==> src/rtl/mux4_rr_arbiter_if.sv <==
// Handshake bundle between the round-robin arbiter, its four requesters and
// the downstream consumer of the shared 64-bit datapath.
interface mux4_rr_arbiter_if;
    logic [3:0] req;          // per-requester request, held until ack
    logic [1:0] sel;          // select for the shared 4:1 mux
    logic [3:0] grant;        // one-hot owner, zero when idle
    logic       bus_valid;    // shared datapath carries a transaction
    logic       down_done;    // downstream completes the transaction
    logic [3:0] ack;          // one-hot completion pulse to the owner
    logic       timeout_err;  // completion was a watchdog abort

    // Arbiter side.
    modport master (
        input  req,
        input  down_done,
        output sel,
        output grant,
        output bus_valid,
        output ack,
        output timeout_err
    );

    // Requesters plus downstream side.
    modport slave (
        output req,
        output down_done,
        input  sel,
        input  grant,
        input  bus_valid,
        input  ack,
        input  timeout_err
    );
endinterface

==> src/rtl/mux4_rr_arbiter.sv <==
// Round-robin arbiter owning the select of a shared 4:1 datapath mux.
// The grant is held for a whole transaction; a watchdog aborts transactions
// the downstream never completes (TIMEOUT = 0 disables it).
module mux4_rr_arbiter #(
    parameter int unsigned TIMEOUT = 256,
    parameter int unsigned CNT_W   = 9
) (
    input  logic             clk,
    input  logic             reset,
    mux4_rr_arbiter_if.master bus
);

    typedef enum logic {
        IDLE = 1'b0,
        BUSY = 1'b1
    } state_t;

    localparam bit               WDOG_EN  = (TIMEOUT != 0);
    // Counter value seen in the TIMEOUT-th BUSY cycle (counter is 0 in the first).
    localparam logic [CNT_W-1:0] CNT_LAST = WDOG_EN ? CNT_W'(TIMEOUT - 1) : '0;

    state_t           state;
    logic [1:0]       ptr;       // highest-priority requester for the next pick
    logic [1:0]       sel_q;     // current (or last) owner
    logic [3:0]       grant_q;
    logic [CNT_W-1:0] cnt;

    logic [1:0]       pick;
    logic             pick_valid;
    logic             busy;
    logic             timeout_hit;
    logic             finish;

    // Rotating priority search: first set request at ptr, ptr+1, ptr+2, ptr+3.
    always_comb begin
        // NOTE: every output gets a default first so no path leaves it unassigned (no latch).
        pick       = '0;
        pick_valid = 1'b0;
        // Walk from the farthest offset down so the nearest hit overwrites.
        for (int i = 3; i >= 0; i--) begin
            if (bus.req[ptr + 2'(i)]) begin
                pick       = ptr + 2'(i);
                pick_valid = 1'b1;
            end
        end
    end

    assign busy        = (state == BUSY);
    // A real completion in the last allowed cycle wins over the abort.
    assign timeout_hit = WDOG_EN && busy && !bus.down_done && (cnt == CNT_LAST);
    assign finish      = busy && (bus.down_done || timeout_hit);

    assign bus.sel         = sel_q;
    assign bus.grant       = grant_q;
    assign bus.bus_valid   = busy;
    assign bus.ack         = finish ? grant_q : 4'b0000;
    assign bus.timeout_err = timeout_hit;

    // Arbitration FSM with registered select, grant, pointer and watchdog.
    always_ff @(posedge clk or posedge reset) begin
        if (reset) begin
            state   <= IDLE;
            ptr     <= '0;
            sel_q   <= '0;
            grant_q <= '0;
            cnt     <= '0;
        end else begin
            // NOTE: non-blocking assignments so every register updates from pre-edge values.
            case (state)
                IDLE: begin
                    cnt <= '0;
                    if (pick_valid) begin
                        state   <= BUSY;
                        sel_q   <= pick;
                        grant_q <= 4'b0001 << pick;
                    end
                end
                BUSY: begin
                    cnt <= cnt + CNT_W'(1);
                    if (finish) begin
                        // sel keeps its last value; only grant drops.
                        state   <= IDLE;
                        grant_q <= '0;
                        ptr     <= sel_q + 2'd1;
                    end
                end
            endcase
        end
    end

endmodule

==> src/flat_wrapper.sv <==
// flat-port wrapper written by rule: the top's interface ports become plain ports
module mux4_rr_arbiter_flat 
#(
    parameter int unsigned TIMEOUT = 256,
    parameter int unsigned CNT_W   = 9
)
  (clk, reset, bus_req, bus_down_done, bus_sel, bus_grant, bus_bus_valid, bus_ack, bus_timeout_err);
  mux4_rr_arbiter_if bus_i ();
  input  logic clk;
  input  logic reset;
  input wire logic [$bits(bus_i.req)-1:0] bus_req;
  input wire logic [$bits(bus_i.down_done)-1:0] bus_down_done;
  output wire logic [$bits(bus_i.sel)-1:0] bus_sel;
  output wire logic [$bits(bus_i.grant)-1:0] bus_grant;
  output wire logic [$bits(bus_i.bus_valid)-1:0] bus_bus_valid;
  output wire logic [$bits(bus_i.ack)-1:0] bus_ack;
  output wire logic [$bits(bus_i.timeout_err)-1:0] bus_timeout_err;
  assign bus_i.req = bus_req;
  assign bus_i.down_done = bus_down_done;
  assign bus_sel = bus_i.sel;
  assign bus_grant = bus_i.grant;
  assign bus_bus_valid = bus_i.bus_valid;
  assign bus_ack = bus_i.ack;
  assign bus_timeout_err = bus_i.timeout_err;
  mux4_rr_arbiter #(.TIMEOUT(TIMEOUT), .CNT_W(CNT_W)) u_core (.clk(clk), .reset(reset), .bus(bus_i));
endmodule
==> config.mk <==
export PLATFORM = sky130hd
export DESIGN_NAME = mux4_rr_arbiter_flat
export DESIGN_NICKNAME = d
export VERILOG_FILES = /design/src/rtl/mux4_rr_arbiter_if.sv /design/src/rtl/mux4_rr_arbiter.sv /design/src/flat_wrapper.sv
export SDC_FILE = /design/constraint.sdc
export NUM_CORES = 1
export LEC_CHECK = 0
export ABC_AREA = 1
export CAP_MARGIN = 40
export CORE_MARGIN = 4
export CORE_UTILIZATION = 32
export CTS_BUF_LIST = sky130_fd_sc_hd__clkbuf_4
export DETAILED_ROUTE_END_ITERATION = 10
export GPL_ROUTABILITY_DRIVEN = 0
export PLACE_DENSITY = 0.6
export SETUP_SLACK_MARGIN = 0.3
export SKIP_CTS_REPAIR_TIMING = 1
export SYNTH_ARGS = -nofsm -noshare
export SYNTH_HDL_FRONTEND = slang
export SYNTH_SLANG_ARGS = --single-unit
==> constraint.sdc <==
create_clock -name clk -period 2 [get_ports clk]
set_input_delay 0.4 -clock clk [delete_from_list [all_inputs] [get_ports clk]]
set_output_delay 0.4 -clock clk [all_outputs]
set_load 0.01 [all_outputs]
Yosys cells after proc, flatten, opt, wreduce, memory -nomap -nowiden
Cells that the tools add are included.
Widths: inputs -> output; s select.
{"block": "word_totals", "reg_bits": 18, "out_inout_bits": 12}
{"block": "classes", "n_addsub": 5, "n_lt_le_gt_ge": 4, "eq_ne": 3, "shifts": 1, "mux": 24, "bitwise": 1, "reduce_logical": 8}
{"operator": "$pmux 9 s2", "n": 1}
{"operator": "$lt 2x3->1 const B", "n": 4}
{"operator": "$mux 4", "n": 3}
{"operator": "$mux 1", "n": 10}
{"operator": "$add 9x1->9 const B", "n": 1}
{"operator": "$eq 9x8->1 const B", "n": 1}
{"operator": "$bmux 1 s2", "n": 4}
{"operator": "$mux 2", "n": 4}
{"operator": "$pmux 4 s2", "n": 1}
{"operator": "$reduce_and 2->1", "n": 3}
{"operator": "$add 2x1->2 const B", "n": 2}
{"operator": "$add 2x2->2 const B", "n": 2}
{"operator": "$shl 1x2->4 const A", "n": 1}
{"operator": "$logic_and 1x1->1", "n": 3}
{"operator": "$ne 2x1->1 const B", "n": 1}
{"operator": "$ne 2x2->1 const B", "n": 1}
{"operator": "$pmux 1 s2", "n": 1}
{"operator": "$logic_not 1->1", "n": 1}
{"operator": "$logic_or 1x1->1", "n": 1}
{"operator": "$not 1->1", "n": 1}

Logic depth before layout (Yosys ltp)
{"block": "depth", "word_depth": 10, "depth_mapped": 13, "mapped_depth_nobuf": 13}

Worst setup path after synthesis
No wires, ideal clock.
{"block": "synth_path", "kind": "reg2out", "startpoint": "register u_core.cnt[0]", "endpoint": "output port bus_ack[0]", "t_arrival_ns": 1.674, "path_slack_ns": -0.074, "path_stages_with_launch": 13, "cell_sequence": "dfrtp_1 ha_1 nand2_1 nor2_1 inv_1 nor2_1 nand3_1 nor2_1 ha_1 nor2_1 nor2_4 inv_1 nor2_1"}
{"block": "synth_via", "elab_chain_cells": 5}
{"element": "from (decl)", "line_no": "mux4_rr_arbiter.sv:26", "text": "logic [CNT_W-1:0] cnt;"}
{"element": "from (signal assigned)", "line_no": "mux4_rr_arbiter.sv:79", "text": "cnt <= cnt + CNT_W'(1);"}
{"element": "$eq 9x8->1", "line_no": "mux4_rr_arbiter.sv:50", "text": "assign timeout_hit = WDOG_EN && busy && !bus.down_done && (cnt == CNT_LAST);"}
{"element": "$logic_and 1x1->1", "line_no": "mux4_rr_arbiter.sv:50"}
{"element": "$logic_or 1x1->1", "line_no": "mux4_rr_arbiter.sv:51", "text": "assign finish = busy && (bus.down_done || timeout_hit);"}
{"element": "$logic_and 1x1->1", "line_no": "mux4_rr_arbiter.sv:51"}
{"element": "$mux 4", "line_no": "mux4_rr_arbiter.sv:56", "text": "assign bus.ack = finish ? grant_q : 4'b0000;"}
{"element": "to (decl)", "line_no": "flat_wrapper.sv:16", "text": "output wire logic [$bits(bus_i.ack)-1:0] bus_ack;"}
No other way between the ends.

Final worst setup path
{"block": "layout_path", "startpoint": "register u_core.cnt[1]", "endpoint": "output port bus_ack[0]"}
Same word-level chain as after synthesis.

==> impl_metrics.json <==
{
  "routed_via_density": 4.43,
  "yosys_warnings": 0,
  "fmax_mhz": 413,
  "grt_usage": 0.115,
  "clkLatencyLatePin_ns": 0.28,
  "ir_drop_mv": 0.640,
  "worstReg2RegEnd": "u_core.bus.grant[0]$_DFFE_PP0P_",
  "max-clock-path-buffers": 2,
  "synthFlopType": "dfrtp_1",
  "violations": "negative setup slack",
  "layout_setup_ws_ns": -0.419,
  "grt-ovfl-total": 0,
  "diodes": 0,
  "die_h_um": 66.9,
  "status": "finished with violations",
  "rsz0062_at_grt": "true",
  "synth_common_cells": "32 x nand2_1, 19 x inv_1, 18 x dfrtp_1",
  "postRouteAntennaNets": 0,
  "hold_violations": 0,
  "postSynthCellCount": 142,
  "yosysSeqAreaShare": 0.406,
  "tns_ns": -1.91,
  "grt_pass1_vias": 943,
  "async_flop_share": 1.00,
  "synth_cell_types": 26,
  "synth_top_area_cell": "dfrtp_1",
  "dr.pass1.iters": 4,
  "crit_path_max_fanout": 4,
  "fin_nets": 185,
  "cts_tree": "yes",
  "yosysMostFrequentCell": "nand2_1",
  "cp-start-kind": "register",
  "rr_worst_depth": 15,
  "clock_sinks": 18,
  "reg2reg_setup_slack_ns": 0.03,
  "portBuffers": 18,
  "rr_startpoint": "u_core.cnt[1]$_DFF_PP0_",
  "setup_violations": 5,
  "drc": 0,
  "synth_edf_count": 0,
  "worst_setup_path_endpoint": "bus_ack[0]",
  "initial_core_util": 0.332,
  "period_share": 1.21,
  "hold_path_class": "input port to asynchronous set/reset pin",
  "critPathArrivalTime_ns": 2.02,
  "grt_antenna_before_repair": 0,
  "relSlewSlack": 0.826,
  "grt_max_degree": 19,
  "period_needed_ns": 2.42,
  "tightest_slew_ns": 0.261,
  "dieArea_um2": 4470,
  "numCtsBuffers": 3,
  "syn_area_per_cell_um2": 7.81,
  "synth.area.top_cells": "dfrtp_1 41%, nand2_1 11%, inv_1 6.4%",
  "core_um2": 3340,
  "setup.worst_path.start": "u_core.cnt[1]$_DFF_PP0_",
  "synth_nets": 151,
  "io_pins": 19,
  "num_vias": 975,
  "synth_top_area_frac": 0.406,
  "crit_path_end_kind": "primary output",
  "worstSetupPathType": "register to primary output",
  "drt_iter0_drc": 15,
  "cts_root_buf": "clkbuf_4",
  "netlist_area_um2": 1110,
  "die_x_um": 66.9,
  "area_growth_pct": 36.3,
  "fillers": 348,
  "powerDensity_nw_per_um2": 1220,
  "drv_cap": 0,
  "drive_above_1_share": 0.368,
  "grt_pass1_wl_mm": 3.88,
  "hpwlAfterDp_mm": 1.90,
  "path_clk_slew_ns": 0.10,
  "wirelength_mm": 2.38,
  "wl_per_cell_um": 10.8,
  "skew_ns": 0.00626,
  "slew_violations": 0,
  "ys_seq_elements": 18,
  "power.total_mw": 1.84,
  "fp-row-count": 21,
  "cp.required_ns": 1.60,
  "htree_levels": 1,
  "leakage_nw": 0.728
}
==> flip-flops by register name, indices dropped and copies added (netlist names) <==
| signal | flops |
|---|---|
| u_core.ptr | 2 |
| u_core.bus.sel | 2 |
| u_core.cnt | 9 |
| u_core.bus.grant | 4 |
| u_core.bus.bus_valid | 1 |
==> final cells by class <==
class	instances	area (um^2)	share of cell area
multi-input combinational	98	598	0.396
inverter	24	97.6	0.0646
clock buffer	3	22.5	0.0149
timing repair buffer	31	284	0.188
tap	46	57.6	0.0381
sequential	18	452	0.299
==> power breakdown <==
| part | total, mW | switching [mW] | internal (mW) | leakage (nW) |
|---|---|---|---|---|
| logic | 1.08 | 0.618 | 0.460 | 0.482 |
| clock network | 0.171 | 0.102 | 0.0698 | 0.0138 |
| registers | 0.594 | 0.123 | 0.472 | 0.233 |
| total | 1.84 | 0.842 | 1.00 | 0.728 |
==> critical path, stage by stage, from the launching register on <==
cell and delay (ns):
dfrtp_1 0.36, ha_2 0.19, nand2_1 0.05, nor2_1 0.12, inv_1 0.06, nor2_2 0.14, nand3_2 0.10, nor2_2 0.11
ha_2 0.19, nor2_2 0.05, nor2_4 0.11, inv_4 0.07, nor2_4 0.08, buf_6 0.10
==> cell families after synthesis <==
group,after synthesis,synth area share
simple gates,78,0.363
buf+inv,26,0.103
flops,18,0.406
compound gates,17,0.0971
fa+ha+maj,2,0.0226
xor+xnor,1,0.00790
==> metal layers <==
metal	track usage	wire, um
met4	0.0380	24
met5	0	0
met1	0.115	940
met3	0.0152	59
met2	0.236	1350
==> worst min-delay path by stage <==
stage               depth (start not counted)                              end                            start  slack, ns
floorplan                                   1   u_core.bus.bus_valid$_DFF_PP0_                            reset       0.34
global placement                            2  u_core.bus.grant[3]$_DFFE_PP0P_  u_core.bus.grant[3]$_DFFE_PP0P_       0.50
detailed placement                          2  u_core.bus.grant[2]$_DFFE_PP0P_  u_core.bus.grant[2]$_DFFE_PP0P_       0.50
CTS                                         3        u_core.ptr[1]$_DFFE_PP0P_                            reset       0.44
global route                                3          u_core.cnt[4]$_DFF_PP0_                            reset       0.48
finish                                      3    u_core.bus.sel[1]$_DFFE_PP0P_                            reset       0.43
==> per-stage QoR <==
stage | cell area [um^2] | util | setup slack [ns] | hold WS (ns) | instances
6_report | 1510 | 0.453 | -0.419 | 0.434 | 220
4_1_cts | 1470 | 0.441 | -0.859 | 0.437 | 218
5_1_grt | 1510 | 0.453 | -0.622 | 0.480 | 220
3_5_place_dp | 1450 | 0.434 | -0.525 | 0.504 | 215
3_3_place_gp | 1450 | 0.434 | -0.452 | 0.500 | 215
2_1_floorplan | 1150 | - | -0.0169 | 0.339 | 142
==> cell usage in the layout, fill, tap and decap left out, drive strengths merged <==
master	Yosys	layout
nand2	44	44
inv	23	23
nor2	20	20
dfrtp	18	18
buf	2	18
clkdlybuf4s50	0	12
nand3	11	11
o21ai	8	8
a21oi	7	7
clkbuf	0	3
nand4	2	2
ha	2	2
clkinv	1	1
nor3	1	1
a31oi	1	1
xor2	1	1
a21boi	1	1
dlymetal6s2s	0	1
Note: power is estimated with default switching activity, not from simulation.
